<file path="config.mk">
export PLATFORM = sky130hd
export DESIGN_NAME = chess_clock_multi_flat
export DESIGN_NICKNAME = d
export VERILOG_FILES = /design/src/rtl/chess_clock_multi_if.sv /design/src/rtl/chess_clock_multi.sv /design/src/flat_wrapper.sv
export SDC_FILE = /design/constraint.sdc
export NUM_CORES = 1
export LEC_CHECK = 0
export ABC_AREA = 0
export ABC_CLOCK_PERIOD_IN_PS = 7900
export CAP_MARGIN = 40
export CORE_ASPECT_RATIO = 0.5
export CORE_MARGIN = 2
export CORE_UTILIZATION = 61
export CTS_CLUSTER_SIZE = 25
export DETAILED_ROUTE_END_ITERATION = 8
export GPL_ROUTABILITY_DRIVEN = 0
export PLACE_DENSITY = 0.86
export REMOVE_ABC_BUFFERS = 1
export SETUP_SLACK_MARGIN = 0.15
export SYNTH_ARGS = -nofsm -noshare
export SYNTH_HDL_FRONTEND = slang
export SYNTH_SLANG_ARGS = --single-unit
</file>
<file path="constraint.sdc">
create_clock -name segclk -period 7.9 [get_ports segclk]
set_input_delay 1.185 -clock segclk [delete_from_list [all_inputs] [get_ports segclk]]
set_output_delay 1.185 -clock segclk [all_outputs]
set_load 0.01 [all_outputs]
</file>
<file path="src/rtl/chess_clock_multi_if.sv">
// Control/display bus of the multi-player chess clock.
// The master side drives reg_a; the clock drives segdata and flag.
interface chess_clock_multi_if #(
    parameter int unsigned NUM_PLAYERS = 2
);
    logic [31:0]            reg_a;
    logic [31:0]            segdata;
    logic [NUM_PLAYERS-1:0] flag;

    modport master (output reg_a, input segdata, input flag);
    modport slave  (input reg_a, output segdata, output flag);
endinterface

</file>
<file path="src/rtl/chess_clock_multi.sv">
// N-player countdown chess clock with Fischer increment.
// Drives the nibble-coded segdata word for the seven-segment scanner.
module chess_clock_multi #(
    parameter int unsigned CLK_HZ      = 25000000,
    parameter int unsigned TICK_HZ     = 100,
    parameter int unsigned NUM_PLAYERS = 2,
    parameter int unsigned INIT_MIN    = 10,
    parameter int unsigned INC_SEC     = 0
) (
    input logic                segclk,
    input logic                resetn,
    chess_clock_multi_if.slave bus
);

    localparam int unsigned DIV       = CLK_HZ / TICK_HZ;
    localparam int unsigned PW        = (DIV > 1) ? $clog2(DIV) : 1;
    localparam logic [PW-1:0] PRESC_MAX = PW'(DIV - 1);
    localparam logic [23:0] INIT_TIME = {4'(INIT_MIN / 10), 4'(INIT_MIN % 10), 16'h0000};
    localparam logic [23:0] MAX_TIME  = 24'h995999;
    localparam logic [5:0]  INC_W     = 6'(INC_SEC);

    // Time layout: {m10, m1, s10, s1, c10, c1}; the s10 digit rolls at 5.
    function automatic logic [23:0] bcd_dec(input logic [23:0] t);
        logic [23:0] r;
        logic        borrow;
        r      = t;
        borrow = 1'b1;
        for (int i = 0; i < 6; i++) begin
            if (borrow) begin
                if (r[i*4 +: 4] == 4'd0) begin
                    r[i*4 +: 4] = (i == 3) ? 4'd5 : 4'd9;
                end else begin
                    r[i*4 +: 4] = r[i*4 +: 4] - 4'd1;
                    borrow      = 1'b0;
                end
            end
        end
        return r;
    endfunction

    function automatic logic [23:0] bcd_add_sec(input logic [23:0] t);
        logic [23:0] r;
        logic        carry;
        if (t[23:8] == 16'h9959) return MAX_TIME;
        r     = t;
        carry = 1'b1;
        for (int i = 2; i < 6; i++) begin
            if (carry) begin
                if (r[i*4 +: 4] == ((i == 3) ? 4'd5 : 4'd9)) begin
                    r[i*4 +: 4] = 4'd0;
                end else begin
                    r[i*4 +: 4] = r[i*4 +: 4] + 4'd1;
                    carry       = 1'b0;
                end
            end
        end
        return r;
    endfunction

    logic [23:0]            time_q [NUM_PLAYERS];
    logic [NUM_PLAYERS-1:0] flag_q;
    logic [NUM_PLAYERS-1:0] flag_out_q;
    logic [3:0]             active_q;
    logic [3:0]             last_q;
    logic [3:0]             inc_player_q;
    logic [5:0]             inc_pending_q;
    logic [PW-1:0]          presc_q;
    logic                   load_q;
    logic [31:0]            segdata_q;

    logic        active_valid;
    logic        load_rise;
    logic        running;
    logic        tick;
    logic [3:0]  shown;
    logic [23:0] shown_time;
    logic [15:0] player_code;
    logic [15:0] digits;
    logic        unused_reg_a;

    assign unused_reg_a = ^bus.reg_a[31:5];

    assign active_valid = (active_q != 4'd0) && (active_q <= 4'(NUM_PLAYERS));
    assign load_rise    = bus.reg_a[4] & ~load_q;
    assign running      = active_valid && (flag_q == '0) && (inc_pending_q == 6'd0) && !load_rise;
    assign tick         = running && (presc_q == PRESC_MAX);
    assign shown        = active_valid ? active_q : last_q;
    assign player_code  = active_valid ? {4'hF, active_q, 4'hE, 4'hF} : 16'hBCBD;
    // Below one minute the display trades minutes for centiseconds.
    assign digits       = (shown_time[23:16] != 8'h00) ? shown_time[23:8] : shown_time[15:0];

    always_comb begin
        shown_time = time_q[0];
        for (int p = 0; p < int'(NUM_PLAYERS); p++) begin
            if (shown == 4'(p + 1)) shown_time = time_q[p];
        end
    end

    always_ff @(posedge segclk or negedge resetn) begin
        if (!resetn) begin
            for (int p = 0; p < int'(NUM_PLAYERS); p++) time_q[p] <= INIT_TIME;
            flag_q        <= '0;
            flag_out_q    <= '0;
            active_q      <= 4'd0;
            last_q        <= 4'd1;
            inc_player_q  <= 4'd0;
            inc_pending_q <= 6'd0;
            presc_q       <= '0;
            load_q        <= 1'b0;
            segdata_q     <= {16'hBCBD, INIT_TIME[23:8]};
        end else begin
            load_q     <= bus.reg_a[4];
            segdata_q  <= {player_code, digits};
            flag_out_q <= flag_q;
            if (active_valid) last_q <= active_q;

            if (load_rise) begin
                for (int p = 0; p < int'(NUM_PLAYERS); p++) time_q[p] <= INIT_TIME;
                flag_q        <= '0;
                inc_pending_q <= 6'd0;
                presc_q       <= '0;
                active_q      <= bus.reg_a[3:0];
            end else begin
                if (running) presc_q <= tick ? '0 : presc_q + 1'b1;
                for (int p = 0; p < int'(NUM_PLAYERS); p++) begin
                    if (tick && active_q == 4'(p + 1)) begin
                        time_q[p] <= bcd_dec(time_q[p]);
                        if (time_q[p] == 24'h000001) flag_q[p] <= 1'b1;
                    end
                    if (inc_pending_q != 6'd0 && inc_player_q == 4'(p + 1)) begin
                        time_q[p] <= bcd_add_sec(time_q[p]);
                    end
                end
                // The reg_a sample is frozen while an increment is being applied.
                if (inc_pending_q != 6'd0) begin
                    inc_pending_q <= inc_pending_q - 6'd1;
                end else begin
                    active_q <= bus.reg_a[3:0];
                    if (active_valid && bus.reg_a[3:0] != active_q && flag_q == '0
                        && INC_SEC != 0) begin
                        inc_pending_q <= INC_W;
                        inc_player_q  <= active_q;
                    end
                end
            end
        end
    end

    assign bus.segdata = segdata_q;
    assign bus.flag    = flag_out_q;

endmodule

</file>
<file path="src/flat_wrapper.sv">
// flat-port wrapper written by rule: the top's interface ports become plain ports
module chess_clock_multi_flat 
#(
    parameter int unsigned CLK_HZ      = 25000000,
    parameter int unsigned TICK_HZ     = 100,
    parameter int unsigned NUM_PLAYERS = 2,
    parameter int unsigned INIT_MIN    = 10,
    parameter int unsigned INC_SEC     = 0
)
  (segclk, resetn, bus_reg_a, bus_segdata, bus_flag);
  chess_clock_multi_if #(.NUM_PLAYERS(NUM_PLAYERS)) bus_i ();
  input logic segclk;
  input logic resetn;
  input wire logic [$bits(bus_i.reg_a)-1:0] bus_reg_a;
  output wire logic [$bits(bus_i.segdata)-1:0] bus_segdata;
  output wire logic [$bits(bus_i.flag)-1:0] bus_flag;
  assign bus_i.reg_a = bus_reg_a;
  assign bus_segdata = bus_i.segdata;
  assign bus_flag = bus_i.flag;
  chess_clock_multi #(.CLK_HZ(CLK_HZ), .TICK_HZ(TICK_HZ), .NUM_PLAYERS(NUM_PLAYERS), .INIT_MIN(INIT_MIN), .INC_SEC(INC_SEC)) u_core (.segclk(segclk), .resetn(resetn), .bus(bus_i));
endmodule
</file>
==> flow_summary.yaml, run 1 <==
worst_setup_path:
  delay_of_the_slowest_cell_on_the_worst_path_ps: 520
  crit_path_max_fanout: 29
  regToRegStartpoint: "u_core.time_q[1]"
  timing.critical_path.from: "bus_reg_a[4]"
  cpLargestDelayFamily: "simple AND/OR/NAND/NOR gates"
  setup.worst_path.end_class: "register"
  start_kind: "input port"
  cells_along_the_critical_path: "clkdlybuf4s50_1 -> nand2b_1 -> buf_4 -> nand4_1 -> nor4_1 -> clkdlybuf4s15_2 -> and4b_1 -> nor3_1"
  timing.setup.critical_path_class: "in2reg"
  timing.critical_path.buf_inv: 3
  critPathRequiredTime_ps: 8100
  cp_slowest_cell: "nor4_1"
  cp.arrival_ps: 3560
cells_and_area:
  combined_area_of_the_multi_input_logic_cells_um2: 3092
  diode_insertion_count_for_antenna_repair: 0
  most_frequent_standard_cell_in_the_layout_excluding_fill_and_tap_cells: "dfrtp_1"
  postLayoutCoreUtil: 0.7128
  nNetsFinal: 720
  fillCellCount: 674
  final_cells: 800
  layout-drive-gt1-share: 0.09323
  flow.area_growth_from_synthesis_pct: 12.78
  sequential_area_um2: 2686
  layout_common_cells: "100 x dfrtp_1, 59 x nor2_1, 58 x a21oi_1"
placed_design:
  dp_hpwl_um: 9342
  place.port_buffers: 32
  placed_cells: 784
grt:
  grt_first_pass_wirelength_um: 23110
  antenna_found_initial: 0
  grt-ovfl-total: 0
  maximum_number_of_pins_on_one_net_before_global_route_repair: 57
  grt_pass1_vias: 4712
  gr-usage-all-layers: 0.2769
sta:
  post-route-min-period_ps: 3353
  achievable-frequency_mhz: 298.2
  worst_pin_slew_ps: 890.2
  final_number_of_setup_violating_endpoints: 0
  rsz0062_at_grt: "no"
  finalHoldViolCount: 0
  setup_tns_ps: 0
  drv_slew: 0
  post-route-period-util: 0.4245
  timing.max_slew.rel_slack: 0.4053
  skew_ps: 10.65
synthesis:
  synth.lib_cells_used.distinct: 60
  avgSynthCellArea_um2: 9.479
  synth-main-ff-cell: "dfrtp_1"
  netlist_instances: 634
  synth_enable_flop_cells: 0
  syn-cell-area_um2: 6010
  ys_warn_count: 4
  synth-async-reset-ratio: 1.000
  synth-seq-area-share: 0.4470
  yosys_register_bits: 107
routing:
  detailedRoute.firstIterationViolations: 483
  vias_per_cell: 6.326
  detailedRoute.firstPassIterationCount: 6
  total_wire_length_after_detailed_routing_um: 13900
  routed_wire_length_per_instance_um: 17.37
  postRouteAntennaNets: 0
  dr_total_vias: 5061
  drc: 0
power_and_ir_drop:
  static-leakage-power_uw: 0.002827
  power.density_nw_per_um2: 217.7
  ir_drop_mv: 0.1301
cts:
  post-cts-setup-buffer-count: 0
  hold_buffers: 0
  clock_tree.root_cell: "clkbuf_16"
  cts-htree-levels: 3
  clock_tree_from_tritoncts: "done"
  worstSkewPairLatency_ps: 350
  cts_made_buffers: 9
  postCtsResizedCells: 0
  cts.reportedPaths.clkPinSlew_ps: 70
  clock_sink_count: 107
  cts_buffer_depth: 2
status:
  result_of_the_run: "finished, final reports clean"
floorplan:
  io_pins: 68
  initial_utilization: 0.6320
  die_outline_area_um2: 10710
  fp.dieW_um: 144.4
  core_region_area_um2: 9509
  chipHeight_um: 74.19
  num_rows: 25
hold_path:
  hp-start: "u_core.last_q[0]"
  worst_min_delay_path_category: "reg2reg"
job:
  max_cap_check_violation_count: 0
## state kept, by name, indices dropped and copies added, names as in the netlist
signal / count
u_core.time_q: 48
u_core.bus.segdata: 22
u_core.presc_q: 18
u_core.inc_pending_q: 6
u_core.active_q: 4
u_core.last_q: 4
u_core.bus.flag: 2
u_core.flag_q: 2
u_core.load_q: 1
## synthesized netlist by cell type, types with 4 or more instances
master    count  area share
dfrtp_1     100        0.42
nor2_1       60       0.037
a21oi_1      58       0.048
nand2_1      52       0.032
mux2i_1      33       0.055
inv_1        30       0.019
nor3_1       27       0.022
ha_1         26       0.054
clkbuf_1     19       0.012
nor4_1       17       0.018
a211oi_1     16       0.020
nand4_1      16       0.017
a31oi_1      13       0.014
nand3_1      13       0.011
o21ai_0      12       0.010
nor3b_1      11       0.014
and3_1       10       0.010
buf_4        10       0.012
a31o_2        7       0.010
dfstp_2       7       0.031
nor4b_1       7       0.010
or4_1         7      0.0087
nand2b_1      6      0.0062
and2_1        5      0.0052
and4_1        5      0.0073
a21o_1        4      0.0050
buf_2         4      0.0033
mux2_2        4      0.0075
o211ai_1      4      0.0050
xor2_1        4      0.0058
## through the flow
step                      worst slack, ps  total power (µW)  cell area, µm²  hold WS, ps
after floorplan                      3463             875.3            5866        388.7
after global placement               4082             998.0            6434        431.5
after detailed placement             4231              1022            6471        447.4
after CTS                            4592              1478            6778        473.1
after global routing                 4340              1540            6778        493.6
final                                4547              1475            6778        478.7
## power by group
part           total [µW]  leakage (µW)  internal [µW]  switching, µW
combinational         366       0.00124            159            206
clock                 460      0.000146            264            196
sequential            649       0.00144            611           38.7
## kinds of logic after synthesis
group	Yosys count	share of synthesized area
other	1	0.0006240
AND/OR/NAND/NOR	259	0.2405
buffers and inverters	65	0.04768
AO/OA/AOI/OAI	132	0.1374
adder cells (fa/ha/maj)	26	0.05413
multiplexers	37	0.06246
flip-flops	107	0.4470
XOR/XNOR	7	0.01020
## metal layers
metal,vias to the layer above,part of all wire,global-route usage
li1,2345,-,-
met4,0,0.014,0.08198
met5,-,0,0
met1,2465,0.44,0.3714
met3,29,0.067,0.05280
met2,222,0.48,0.4697
## tightest hold or removal path, stage by stage, from the launching register on
cell,delay (ps)
dfstp_2,370
nand2_1,50
nand2_1,50
## final cells by class
cell class	instances	share of cell area
clock buffer	13	0.03840
timing repair buffer	42	0.06018
inverter	31	0.01717
tap	135	0.02492
multi-input combinational	469	0.4562
sequential	107	0.3963
clock inverter	3	0.006830
## worst paths after layout
path	end	slack, ps	depth (start not counted)
hold / removal	u_core.last_q[0]	480	2
min in group asynchronous	u_core.active_q[0]	880	1
setup / recovery	u_core.time_q[23]	4550	8
max in group asynchronous	u_core.time_q[43]	5890	2
hold reg to reg	u_core.last_q[0]	480	2
setup reg to reg	u_core.time_q[23]	4880	8
Note: power is estimated with default switching activity, not from simulation.
==> run 2: changes to the inputs <==
--- a/config.mk
+++ b/config.mk
@@ -6,15 +6,15 @@
 export NUM_CORES = 1
 export LEC_CHECK = 0
 export ABC_AREA = 0
-export ABC_CLOCK_PERIOD_IN_PS = 7900
+export ABC_CLOCK_PERIOD_IN_PS = 3200
 export CAP_MARGIN = 40
 export CORE_ASPECT_RATIO = 0.5
 export CORE_MARGIN = 2
-export CORE_UTILIZATION = 61
+export CORE_UTILIZATION = 57
 export CTS_CLUSTER_SIZE = 25
 export DETAILED_ROUTE_END_ITERATION = 8
 export GPL_ROUTABILITY_DRIVEN = 0
-export PLACE_DENSITY = 0.86
+export PLACE_DENSITY = 0.81
 export REMOVE_ABC_BUFFERS = 1
 export SETUP_SLACK_MARGIN = 0.15
 export SYNTH_ARGS = -nofsm -noshare
==> constraint.sdc (replaced) <==
create_clock -name segclk -period 3.2 [get_ports segclk]
set_input_delay 0.48 -clock segclk [delete_from_list [all_inputs] [get_ports segclk]]
set_output_delay 0.48 -clock segclk [all_outputs]
set_load 0.01 [all_outputs]
==> run 2 against run 1 <==
Compared with the run above:
- first-iteration DRC count decreased by 29%
- sequential power grew 150%
- flip-flop and latch count stayed put
- global-route usage fell by 1.7 points
- sequential share of layout area is 0.56 points lower
- die area grew 6.7%
- setup slack worse by 4100 ps
- non-clock buffer count rose by 12
- final area grew 1.4%
- power up 150%
- via count up 0.79%
==> flow_summary.yaml, run 2 (same netlist as run 1, synthesis figures left out) <==
hold_path:
  worst_min_delay_path_category: "in2async"
worst_setup_path:
  timing.setup.critical_path_class: "reg2reg"
  critical_path.reg2reg.endpoint: "u_core.time_q[2]"
  start_kind: "register"
  timing.critical_path.from: "u_core.inc_pending_q[3]"
  critPathRequiredTime_ps: 3470
  regToRegStartpoint: "u_core.inc_pending_q[3]"
  setup.worst_path.end_class: "register"
  crit_top_cell: "or4_1"
  delay_of_the_slowest_cell_on_the_worst_path_ps: 660
  cp_slowest_cell: "or4_4"
  cp.arrival_ps: 3040
  path_depth_of_the_worst_reg2reg_path: 5
  timing.critical_path.buf_inv: 0
  crit_path_max_fanout: 15
  cells_along_the_critical_path: "or3_4 -> or4_1 -> or4_4 -> or4_1 -> a21oi_1"
  worst-r2r-setup-slack_ps: 420
  cpLargestDelayFamily: "simple AND/OR/NAND/NOR gates"
sta:
  hold_slack_ps: 63.55
  timing.final.ws_setup_ps: 420.3
  worst_pin_slew_ps: 720.0
  drv_slew: 0
  setup_tns_ps: 0
  post-route-period-util: 0.8687
  timing.max_slew.rel_slack: 0.5191
  post-route-min-period_ps: 2780
  achievable-frequency_mhz: 359.7
  skew_ps: 5.773
  finalHoldViolCount: 0
  rsz0062_at_grt: "no"
  final_number_of_setup_violating_endpoints: 0
cts:
  hold_buffers: 0
  cts_buffer_depth: 2
  cts_made_buffers: 9
  post-cts-setup-buffer-count: 0
  clock_tree_from_tritoncts: "done"
  postCtsResizedCells: 0
  cts-htree-levels: 3
  clock_sink_count: 107
  cts.reportedPaths.clkPinSlew_ps: 60
  worstSkewPairLatency_ps: 350
  clock_tree.root_cell: "clkbuf_16"
cells_and_area:
  diode_insertion_count_for_antenna_repair: 0
  most_frequent_standard_cell_in_the_layout_excluding_fill_and_tap_cells: "dfrtp_1"
  flow.area_growth_from_synthesis_pct: 14.39
  finish.instance_area_um2: 6874
  final_cells: 817
  max_reg_flops: 48
  max_flop_register: "u_core.time_q"
  fillCellCount: 790
  nNetsFinal: 732
  layout-drive-gt1-share: 0.1108
  layout_common_cells: "100 x dfrtp_1, 59 x nor2_1, 58 x a21oi_1"
routing:
  dr_total_vias: 5101
  postRouteAntennaNets: 0
  detailedRoute.firstPassIterationCount: 4
  vias_per_cell: 6.244
  routed_wire_length_per_instance_um: 17.21
  detailedRoute.firstIterationViolations: 345
  drc: 0
  total_wire_length_after_detailed_routing_um: 14060
placed_design:
  place.port_buffers: 32
  dpl_worst_slack_ps: 425.5
  post_dp_cell_area_um2: 6565
  dp_hpwl_um: 9562
  placed_cells: 801
grt:
  grt-ovfl-total: 0
  maximum_number_of_pins_on_one_net_before_global_route_repair: 76
  antenna_found_initial: 0
  grt_first_pass_wirelength_um: 23740
  grt_pass1_vias: 4871
  gr-usage-all-layers: 0.2603
status:
  result_of_the_run: "finished, final reports clean"
floorplan:
  die_outline_area_um2: 11430
  core_region_area_um2: 10250
  num_rows: 26
  io_pins: 68
  fp.dieW_um: 149.2
  initial_utilization: 0.5864
  chipHeight_um: 76.61
power_and_ir_drop:
  static-leakage-power_uw: 0.002896
  ir_drop_mv: 0.2979
  power.density_nw_per_um2: 530.7
job:
  max_cap_check_violation_count: 0
==> run 2: cell types whose count changed in the layout (fill, tap and decap cells not counted) <==
| cell | delta |
|---|---|
| bufinv_16 | +1 |
| clkinv_4 | -1 |
| clkdlybuf4s15_2 | -1 |
| buf_12 | +1 |
| clkbuf_1 | -1 |
| buf_6 | -1 |
| clkbuf_8 | -2 |
| clkinv_2 | +4 |
| buf_8 | -1 |
| buf_4 | +14 |
| clkinvlp_4 | -1 |
==> run 2: where the power goes <==
group	leakage (µW)	internal [µW]	switching, µW
logic	0.00130	383	494
registers	0.00144	1510	95.7
clock network	0.000156	681	487
==> run 2: final cells by class <==
| class | count | area, µm² | area share |
|---|---|---|---|
| clock buffer | 10 | 229.0 | 0.03331 |
| clock inverter | 6 | 80.08 | 0.01165 |
| inverter | 31 | 116.4 | 0.01693 |
| multi-input combinational | 469 | 3092 | 0.4498 |
| sequential | 107 | 2686 | 0.3908 |
| tap | 140 | 175.2 | 0.02548 |
| timing repair buffer | 54 | 495.5 | 0.07208 |
==> run 2: per-layer routing <==
| metal | global-route usage | routed length [µm] | vias up | share of wire |
|---|---|---|---|---|
| met2 | 0.4161 | 6638 | 190 | 0.47 |
| met5 | 0 | 0 | - | 0 |
| met1 | 0.3580 | 6238 | 2513 | 0.44 |
| met4 | 0.09333 | 309 | 0 | 0.022 |
| li1 | - | - | 2367 | - |
| met3 | 0.04731 | 875 | 31 | 0.062 |
==> run 2: metrics by stage <==
stage | util | total power, µW
floorplan | - | 2161
detailed placement | 0.6407 | 2499
finish | 0.6708 | 3648
global placement | 0.6407 | 2472
CTS | 0.6708 | 3666
global route | 0.6708 | 3830
==> run 2: how the worst max path moves through the flow <==
| stage | endpoint | slack, ps | cells after the start |
|---|---|---|---|
| finish | u_core.time_q[2] | 420 | 5 |
| global route | u_core.time_q[10] | 340 | 7 |
| CTS | u_core.time_q[2] | 420 | 5 |
| detailed placement | u_core.time_q[10] | 430 | 6 |
| global placement | u_core.time_q[30] | 520 | 5 |
| floorplan | u_core.presc_q[16] | -530 | 4 |
